`config.mk`:
```
export PLATFORM = sky130hd
export DESIGN_NAME = iiitb_cg_ctrl
export DESIGN_NICKNAME = d
export VERILOG_FILES = /design/src/rtl/iiitb_cg_pkg.sv /design/src/rtl/iiitb_cg_actdet.sv /design/src/rtl/iiitb_cg_ctrl.sv
export SDC_FILE = /design/constraint.sdc
export NUM_CORES = 1
export LEC_CHECK = 0
export ABC_AREA = 1
export CAP_MARGIN = 20
export CORE_MARGIN = 8
export CORE_UTILIZATION = 50
export DETAILED_ROUTE_END_ITERATION = 8
export PLACE_DENSITY_LB_ADDON = 0.3
export SYNTH_ARGS = -nofsm -noshare
export SYNTH_HDL_FRONTEND = slang
export SYNTH_SLANG_ARGS = --single-unit
```
`constraint.sdc`:
```
create_clock -name clk_i -period 2.55 [get_ports clk_i]
set_input_delay 0.765 -clock clk_i [delete_from_list [all_inputs] [get_ports clk_i]]
set_output_delay 0.765 -clock clk_i [all_outputs]
set_load 0.005 [all_outputs]
```
`src/rtl/iiitb_cg_pkg.sv`:
```
// Shared types and widths for the iiitb_cg clock-gating enable controller.
package iiitb_cg_pkg;

    localparam int CG_CNT_W  = 8;
    localparam int CG_STAT_W = 16;

    typedef enum logic [1:0] {
        CG_RUN   = 2'd0,
        CG_DRAIN = 2'd1,
        CG_GATED = 2'd2,
        CG_WAKE  = 2'd3
    } cg_state_e;

    function automatic logic [CG_STAT_W-1:0] cg_sat_inc(input logic [CG_STAT_W-1:0] v);
        return (&v) ? v : v + CG_STAT_W'(1);
    endfunction

endpackage

```
`src/rtl/iiitb_cg_actdet.sv`:
```
// Activity detector: flags a change on d0/d1 against last cycle, or an explicit wake/force.
module iiitb_cg_actdet (
    input  logic clk_i,
    input  logic rst_i,
    input  logic d0_i,
    input  logic d1_i,
    input  logic wake_req_i,
    input  logic force_on_i,
    output logic act_o
);

    logic d0_q;
    logic d1_q;

    // Sample registers clear to 0, so data already high after reset reads as activity.
    always_ff @(posedge clk_i) begin
        if (rst_i) begin
            d0_q <= 1'b0;
            d1_q <= 1'b0;
        end else begin
            d0_q <= d0_i;
            d1_q <= d1_i;
        end
    end

    assign act_o = (d0_i != d0_q) | (d1_i != d1_q) | wake_req_i | force_on_i;

endmodule

```
`src/rtl/iiitb_cg_ctrl.sv`:
```
// Clock-gating enable controller driving iiitb_icg.in; drops en after IDLE_CYCLES idle samples.
// Optional gated-cycle statistics counter enabled by defining IIITB_CG_STATS_EN.
module iiitb_cg_ctrl
    import iiitb_cg_pkg::*;
#(
    parameter int unsigned IDLE_CYCLES = 8,
    parameter int unsigned WAKE_CYCLES = 2
) (
    input  logic                 clk_i,
    input  logic                 rst_i,
    input  logic                 d0_i,
    input  logic                 d1_i,
    input  logic                 wake_req_i,
    input  logic                 force_on_i,
    output logic                 en_o,
    output logic                 gated_o,
    output logic                 wake_ack_o,
    output logic [CG_CNT_W-1:0]  idle_cnt_o,
    output logic [CG_STAT_W-1:0] gated_cycles_o
);

    localparam logic [CG_CNT_W-1:0] IDLE_LAST = CG_CNT_W'(IDLE_CYCLES - 1);
    localparam logic [3:0]          WAKE_LAST = 4'(WAKE_CYCLES - 1);

    logic                act;
    cg_state_e           state_q, state_d;
    logic [CG_CNT_W-1:0] idle_cnt_q, idle_cnt_d;
    logic [3:0]          wake_cnt_q, wake_cnt_d;
    logic                en_q, gated_q, wake_ack_q;

    iiitb_cg_actdet u_actdet (
        .clk_i      (clk_i),
        .rst_i      (rst_i),
        .d0_i       (d0_i),
        .d1_i       (d1_i),
        .wake_req_i (wake_req_i),
        .force_on_i (force_on_i),
        .act_o      (act)
    );

    always_comb begin
        state_d    = state_q;
        idle_cnt_d = idle_cnt_q;
        wake_cnt_d = wake_cnt_q;
        unique case (state_q)
            CG_RUN: begin
                if (act) begin
                    idle_cnt_d = '0;
                end else begin
                    state_d    = CG_DRAIN;
                    idle_cnt_d = CG_CNT_W'(1);
                end
            end
            CG_DRAIN: begin
                // Activity wins over the final idle sample, so gating never races a toggle.
                if (act) begin
                    state_d    = CG_RUN;
                    idle_cnt_d = '0;
                end else if (idle_cnt_q == IDLE_LAST) begin
                    state_d    = CG_GATED;
                    idle_cnt_d = '0;
                end else begin
                    idle_cnt_d = idle_cnt_q + CG_CNT_W'(1);
                end
            end
            CG_GATED: begin
                if (act) begin
                    state_d    = CG_WAKE;
                    wake_cnt_d = '0;
                end
            end
            CG_WAKE: begin
                if (wake_cnt_q == WAKE_LAST) begin
                    state_d    = CG_RUN;
                    wake_cnt_d = '0;
                end else begin
                    wake_cnt_d = wake_cnt_q + 4'd1;
                end
            end
            default: begin
                state_d    = CG_RUN;
                idle_cnt_d = '0;
                wake_cnt_d = '0;
            end
        endcase
    end

    always_ff @(posedge clk_i) begin
        if (rst_i) begin
            state_q    <= CG_RUN;
            idle_cnt_q <= '0;
            wake_cnt_q <= '0;
            en_q       <= 1'b1;
            gated_q    <= 1'b0;
            wake_ack_q <= 1'b0;
        end else begin
            state_q    <= state_d;
            idle_cnt_q <= idle_cnt_d;
            wake_cnt_q <= wake_cnt_d;
            en_q       <= (state_d != CG_GATED);
            gated_q    <= (state_d == CG_GATED);
            wake_ack_q <= (state_q == CG_WAKE) && (state_d == CG_RUN);
        end
    end

    assign en_o       = en_q;
    assign gated_o    = gated_q;
    assign wake_ack_o = wake_ack_q;
    assign idle_cnt_o = idle_cnt_q;

`ifdef IIITB_CG_STATS_EN
    logic [CG_STAT_W-1:0] gated_cycles_q;

    always_ff @(posedge clk_i) begin
        if (rst_i) begin
            gated_cycles_q <= '0;
        end else if (state_q == CG_GATED) begin
            gated_cycles_q <= cg_sat_inc(gated_cycles_q);
        end
    end

    assign gated_cycles_o = gated_cycles_q;
`else
    assign gated_cycles_o = '0;
`endif

endmodule

```
## Word-level counts from Yosys, hierarchy flattened

Index checks and enable logic that the tools add are counted.

- Bitwise operators: 3
- Reduce and logical (&&, ||, !) cells: 6
- Equal/unequal tests: 10
- $add $sub $neg: 2
- Mux-type cells: 13

Operators by type and width:

| operator | count |
|---|---|
| 2-to-1 mux 8 bit | 2 |
| case mux 8 bit (2 select lines) | 1 |
| 2-to-1 mux 2 bit | 5 |
| adder 8 x 1 -> 8 bit, second input constant | 1 |
| == test 8 x 3 -> 1 bit, second input constant | 1 |
| 2-to-1 mux 4 bit | 2 |
| case mux 2 bit (4 select lines) | 1 |
| case mux 4 bit (2 select lines) | 1 |
| == test 2 bit, second input constant | 3 |
| adder 4 x 1 -> 4 bit, second input constant | 1 |
| == test 4 x 1 -> 1 bit, second input constant | 1 |
| logical NOT 2 bit | 2 |
| != test 2 bit, second input constant | 2 |
| nonzero test 2 bit | 2 |
| bitwise OR 1 bit | 3 |
| == test 2 x 1 -> 1 bit, second input constant | 1 |
| != test 1 bit | 2 |
| AND reduction 2 bit | 1 |
| logical AND 1 bit | 1 |
| 2-to-1 mux 1 bit | 1 |

- Logic and storage cells: 42
- Output and inout bits: 27
- Register bits after elaboration: 19
- Bits of input ports: 6

## Logic depth before layout (Yosys ltp)

- Depth in word-level cells: 8
- Mapped depth: 10
- Mapped depth without buffers: 10

## Cells and area by module

From an unflattened synthesis, not the netlist that was laid out.

- Cells, all modules: 159
- Area, all modules: 1102.3 sq um

By module, submodules not included:

| module | seq. area each (sq um) | cells each | instances | area each (sq um) |
|---|---|---|---|---|
| iiitb_cg_ctrl | 340.3 | 144 | 1 | 1009.7 |
| iiitb_cg_actdet | 40.0 | 15 | 1 | 92.6 |

## Least setup slack after synthesis

Ideal clock, no wire load.

- Kind: input -> register
- Start: input port d1_i
- End: register en_q (netlist: en_o)
- Arrival time: 1.437 ns
- Setup time: 0.111 ns
- Stages on the path: 7
- Path buffers: 0
- Slack: 1.002 ns
- Data required time: 2.439 ns
- Cell sequence: inv_1 -> nand2_2 -> nand3_2 -> o21ai_2 -> nand3_1 -> nor2_2 -> inv_2

- Longest elaborated chain between the ends: 7
- Elaborated cells between the ends (all ways): 9
- Classes of those cells: eq/ne: 2; mux: 4; bitwise: 3

RTL lines:

| what | RTL line | source |
|---|---|---|
| start: declaration | iiitb_cg_ctrl.sv:12 | `input logic d1_i,` |
| != test 1 bit (*) | iiitb_cg_actdet.sv:26 | `assign act_o = (d0_i != d0_q) \| (d1_i != d1_q) \| wake_req_i \| force_on_i;` |
| bitwise OR 1 bit (*) (3 in a row) | iiitb_cg_actdet.sv:26 |  |
| 2-to-1 mux 2 bit (on tied branches) | iiitb_cg_ctrl.sv:67, iiitb_cg_ctrl.sv:56, iiitb_cg_ctrl.sv:47 |  |
| case mux 2 bit (4 select lines) (*) | iiitb_cg_ctrl.sv:45 | `unique case (state_q)` |
| != test 2 bit (*) | iiitb_cg_ctrl.sv:100 | `en_q <= (state_d != CG_GATED);` |
| end signal: assignment | iiitb_cg_ctrl.sv:100 |  |
| end: declaration | iiitb_cg_ctrl.sv:29 | `logic en_q, gated_q, wake_ack_q;` |

Mark *: on every way between the ends. The rest lies on a longest branch, timed or not.
A chain may end at the register's enable or synchronous reset.

## Worst setup path in the final report

- Start: register idle_cnt_q[4] (netlist: idle_cnt_o[4])
- End: output port idle_cnt_o[4]

RTL lines:

| what | RTL line | source |
|---|---|---|
| start: declaration | iiitb_cg_ctrl.sv:27 | `logic [CG_CNT_W-1:0] idle_cnt_q, idle_cnt_d;` |
| start signal: assignment | iiitb_cg_ctrl.sv:98 | `idle_cnt_q <= idle_cnt_d;` |
| end: declaration | iiitb_cg_ctrl.sv:18 | `output logic [CG_CNT_W-1:0] idle_cnt_o,` |

No word-level cell between the ends.

==> results.json <==
{
  "outcome": "finished clean",
  "synth_area_leaders": "dfxtp_1 34%, buf_4 11%, nand2_1 10%",
  "num_rows": 17,
  "combPwrFrac_pct": 7.1,
  "vias_per_cell": 4.751,
  "hp-class": "flop to flop",
  "nets": 187,
  "fin_crit_sh_pct": 82.84,
  "numCtsBuffers": 3,
  "grt_use_met3_pct": 4.417,
  "fmax_mhz": 473.4,
  "async_flop_share_pct": 0,
  "gp_congestion": 0.9023,
  "worstSetupStartpoint": "idle_cnt_o[4]",
  "rr_endpoint": "en_o",
  "die_width_um": 63.38,
  "drt_iter0_drc": 19,
  "synth_area_sq_um": 1122,
  "crit_end": "idle_cnt_o[4]",
  "critPathLaunchType": "flop",
  "io_buffers": 16,
  "synth_cell_type_count": 24,
  "synthAdderAreaFrac_pct": 3.344,
  "synth_xor_area_share_pct": 0.7804,
  "synthFlopType": "dfxtp_1",
  "p_seq_share_pct": 61.4,
  "yosysWarnings": 0,
  "swShare_pct": 24.34,
  "dr.pass1.iters": 4,
  "worstSetupPathType": "flop to output port",
  "grt_use_met2_pct": 19.52,
  "whs_ns": 0.4991,
  "cts_setup_buffers": 0,
  "reg2reg_depth": 9,
  "critical_path_arrival_ns": 1.35,
  "yosys.area.top_type": "dfxtp_1",
  "num_vias": 974,
  "top_usage_layer": "met2",
  "totalNegativeSetupSlack_ns": 0,
  "cts_tree": "built",
  "ctsHoldBuffers": 0,
  "root_buffer": "clkbuf_4",
  "routedWlPerCell_um": 10.47,
  "drt-total-wl_um": 2147,
  "synth-simple-area-share_pct": 30.88,
  "critical-path-max-stage-delay_ns": 0.56,
  "switchingPower_mw": 0.1194,
  "critPathMaxFanout": 9,
  "cp_num_cells": 1,
  "p_per_area_nw_per_um2": 387.4,
  "p_clk_share_pct": 31.5,
  "power.leakage_nw": 0.5657,
  "io_pins": 33,
  "area_growth_pct": 12.82,
  "fin_skew_ns": 0.006061,
  "cts_resized": 0,
  "clk_pin_slew_ns": 0.11,
  "cellInternalPower_mw": 0.3712,
  "synth-compound-area-share_pct": 10.03,
  "grt_pass1_wl_um": 3836,
  "r2r_slack_ns": 1.07,
  "core_sq_um": 2170,
  "hpwl_um": 1738,
  "n_fill_cell": 218,
  "syn_inst": 160,
  "cp-end-kind": "output port",
  "grtUsageMet1_pct": 12.09,
  "drive_above_1_share_pct": 11.30,
  "antennaDiodeCount": 0,
  "grt_max_degree": 12,
  "die_area_sq_um": 4016,
  "finalPower_mw": 0.4906,
  "clock_path_buffers": 2,
  "synth_edf_count": 0,
  "grt.total_usage_pct": 11.30,
  "final-setup-viol-count": 0,
  "irDropWorstVdd_mv": 0.3071,
  "worstSkewPairLatency_ns": 0.30,
  "grt_overflow_total": 0,
  "cp_top_family": "buffers and inverters",
  "grt_pass1_vias": 916,
  "slowest_stage": "clkdlybuf4s50_1",
  "r2r_start": "state_q[1]",
  "synth_top_family_by_area": "simple AND/OR/NAND/NOR gates",
  "drc": 0,
  "yosysTopAreaCellShare_pct": 33.89,
  "muxShareOfSynthArea_pct": 0,
  "crit_required_ns": 1.79,
  "drtAntennaViolNets": 0,
  "ys_seq_area_share_pct": 33.89,
  "rsz0062_at_grt": "false",
  "synth-seq-cells": 19,
  "syn_area_per_cell_sq_um": 7.015,
  "drv_slew": 0,
  "start_util_pct": 51.73,
  "crit_chain": "clkdlybuf4s50_1",
  "maxCapViolations": 0,
  "period_minus_slack_ns": 2.113,
  "timing.critical_path.buf_inv": 1,
  "die_y_um": 63.38,
  "antenna_found_initial": 0,
  "clock_sinks": 19,
  "hold_viol_final": 0,
  "htree_num_levels": 1
}
metrics by stage:
stage | instances | worst slack [ns] | cell area, sq um | util, %
5_1_grt | 205 | 0.3500 | 1266 | 58.36
3_5_place_dp | 201 | 0.4021 | 1239 | 57.09
4_1_cts | 205 | 0.4114 | 1266 | 58.36
6_report | 205 | 0.4375 | 1266 | 58.36
2_1_floorplan | 175 | 1.002 | 1179 | -
3_3_place_gp | 201 | 0.4511 | 1239 | 57.09
metal layers:
layer,routed length (um),part of all wire [%]
met1,893,42
met3,153,7.1
met5,0,0
met2,1075,50
met4,24,1.1
cell families (layout without fill, tap and decap cells):
group	after synthesis	count (layout)
AND/OR/NAND/NOR	72	72
other	1	16
buffers and inverters	43	45
flip-flops	19	19
AO/OA/AOI/OAI	21	21
adder cells (fa/ha/maj)	3	3
XOR/XNOR	1	1
flip-flops by register name, summed over array words and instances (netlist names):
register / cells
idle_cnt_o: 8
wake_cnt_q: 4
state_q: 2
en_o: 1
gated_o: 1
u_actdet.d0_q: 1
u_actdet.d1_q: 1
wake_ack_o: 1
cell usage after synthesis, types with 2 or more instances:
cell type and instances:
nand2_2 3, nor2_1 12, o21ai_0 7, nand4_1 6
nand2_1 30, nand3_1 11, dfxtp_1 19, nor2_2 2
ha_1 3, inv_1 20, inv_2 4, nand3_2 3
nor3_1 2, a21oi_1 12, buf_4 17
worst min path at each step:
stage / start / endpoint / slack (ns) / cells past startpoint
finish: idle_cnt_o[1] / idle_cnt_o[1] / 0.50 / 2
global route: idle_cnt_o[1] / idle_cnt_o[1] / 0.53 / 2
CTS: idle_cnt_o[1] / idle_cnt_o[1] / 0.50 / 2
detailed placement: idle_cnt_o[1] / idle_cnt_o[1] / 0.49 / 2
global placement: idle_cnt_o[7] / idle_cnt_o[7] / 0.48 / 2
floorplan: idle_cnt_o[7] / idle_cnt_o[7] / 0.48 / 2
layout by cell type, fill, tap and decap left out:
cell	count
nand4_1	6
o21ai_2	1
or2_0	1
inv_1	20
nand2_2	3
nor3_1	2
nand3b_1	1
a31o_2	1
nand2_1	30
nor2_2	2
a21oi_1	12
clkinv_2	1
dfxtp_1	19
o21ai_0	7
inv_2	4
clkbuf_4	3
clkdlybuf4s50_1	16
nor2_1	12
buf_4	1
xor2_1	1
nor2_4	1
ha_1	3
conb_1	16
nand3_1	11
nand3_2	3
power groups by stage:
stage / combinational (mW) / sequential (mW) / clock (mW)
detailed placement: 0.0342 / 0.308 / 0
CTS: 0.0343 / 0.301 / 0.163
floorplan: 0.0388 / 0.307 / 0
finish: 0.0349 / 0.301 / 0.155
global route: 0.0398 / 0.302 / 0.172
global placement: 0.0335 / 0.308 / 0
cell type report:
cell class | count | area (sq um) | share of cell area [%]
multi-input combinational | 113 | 565.5 | 44.66
sequential | 19 | 380.4 | 30.04
timing repair buffer | 17 | 167.7 | 13.24
inverter | 24 | 90.09 | 7.115
tap | 28 | 35.03 | 2.767
clock buffer | 3 | 22.52 | 1.779
clock inverter | 1 | 5.005 | 0.3953
No activity file was read; power rests on OpenSTA's default activity.
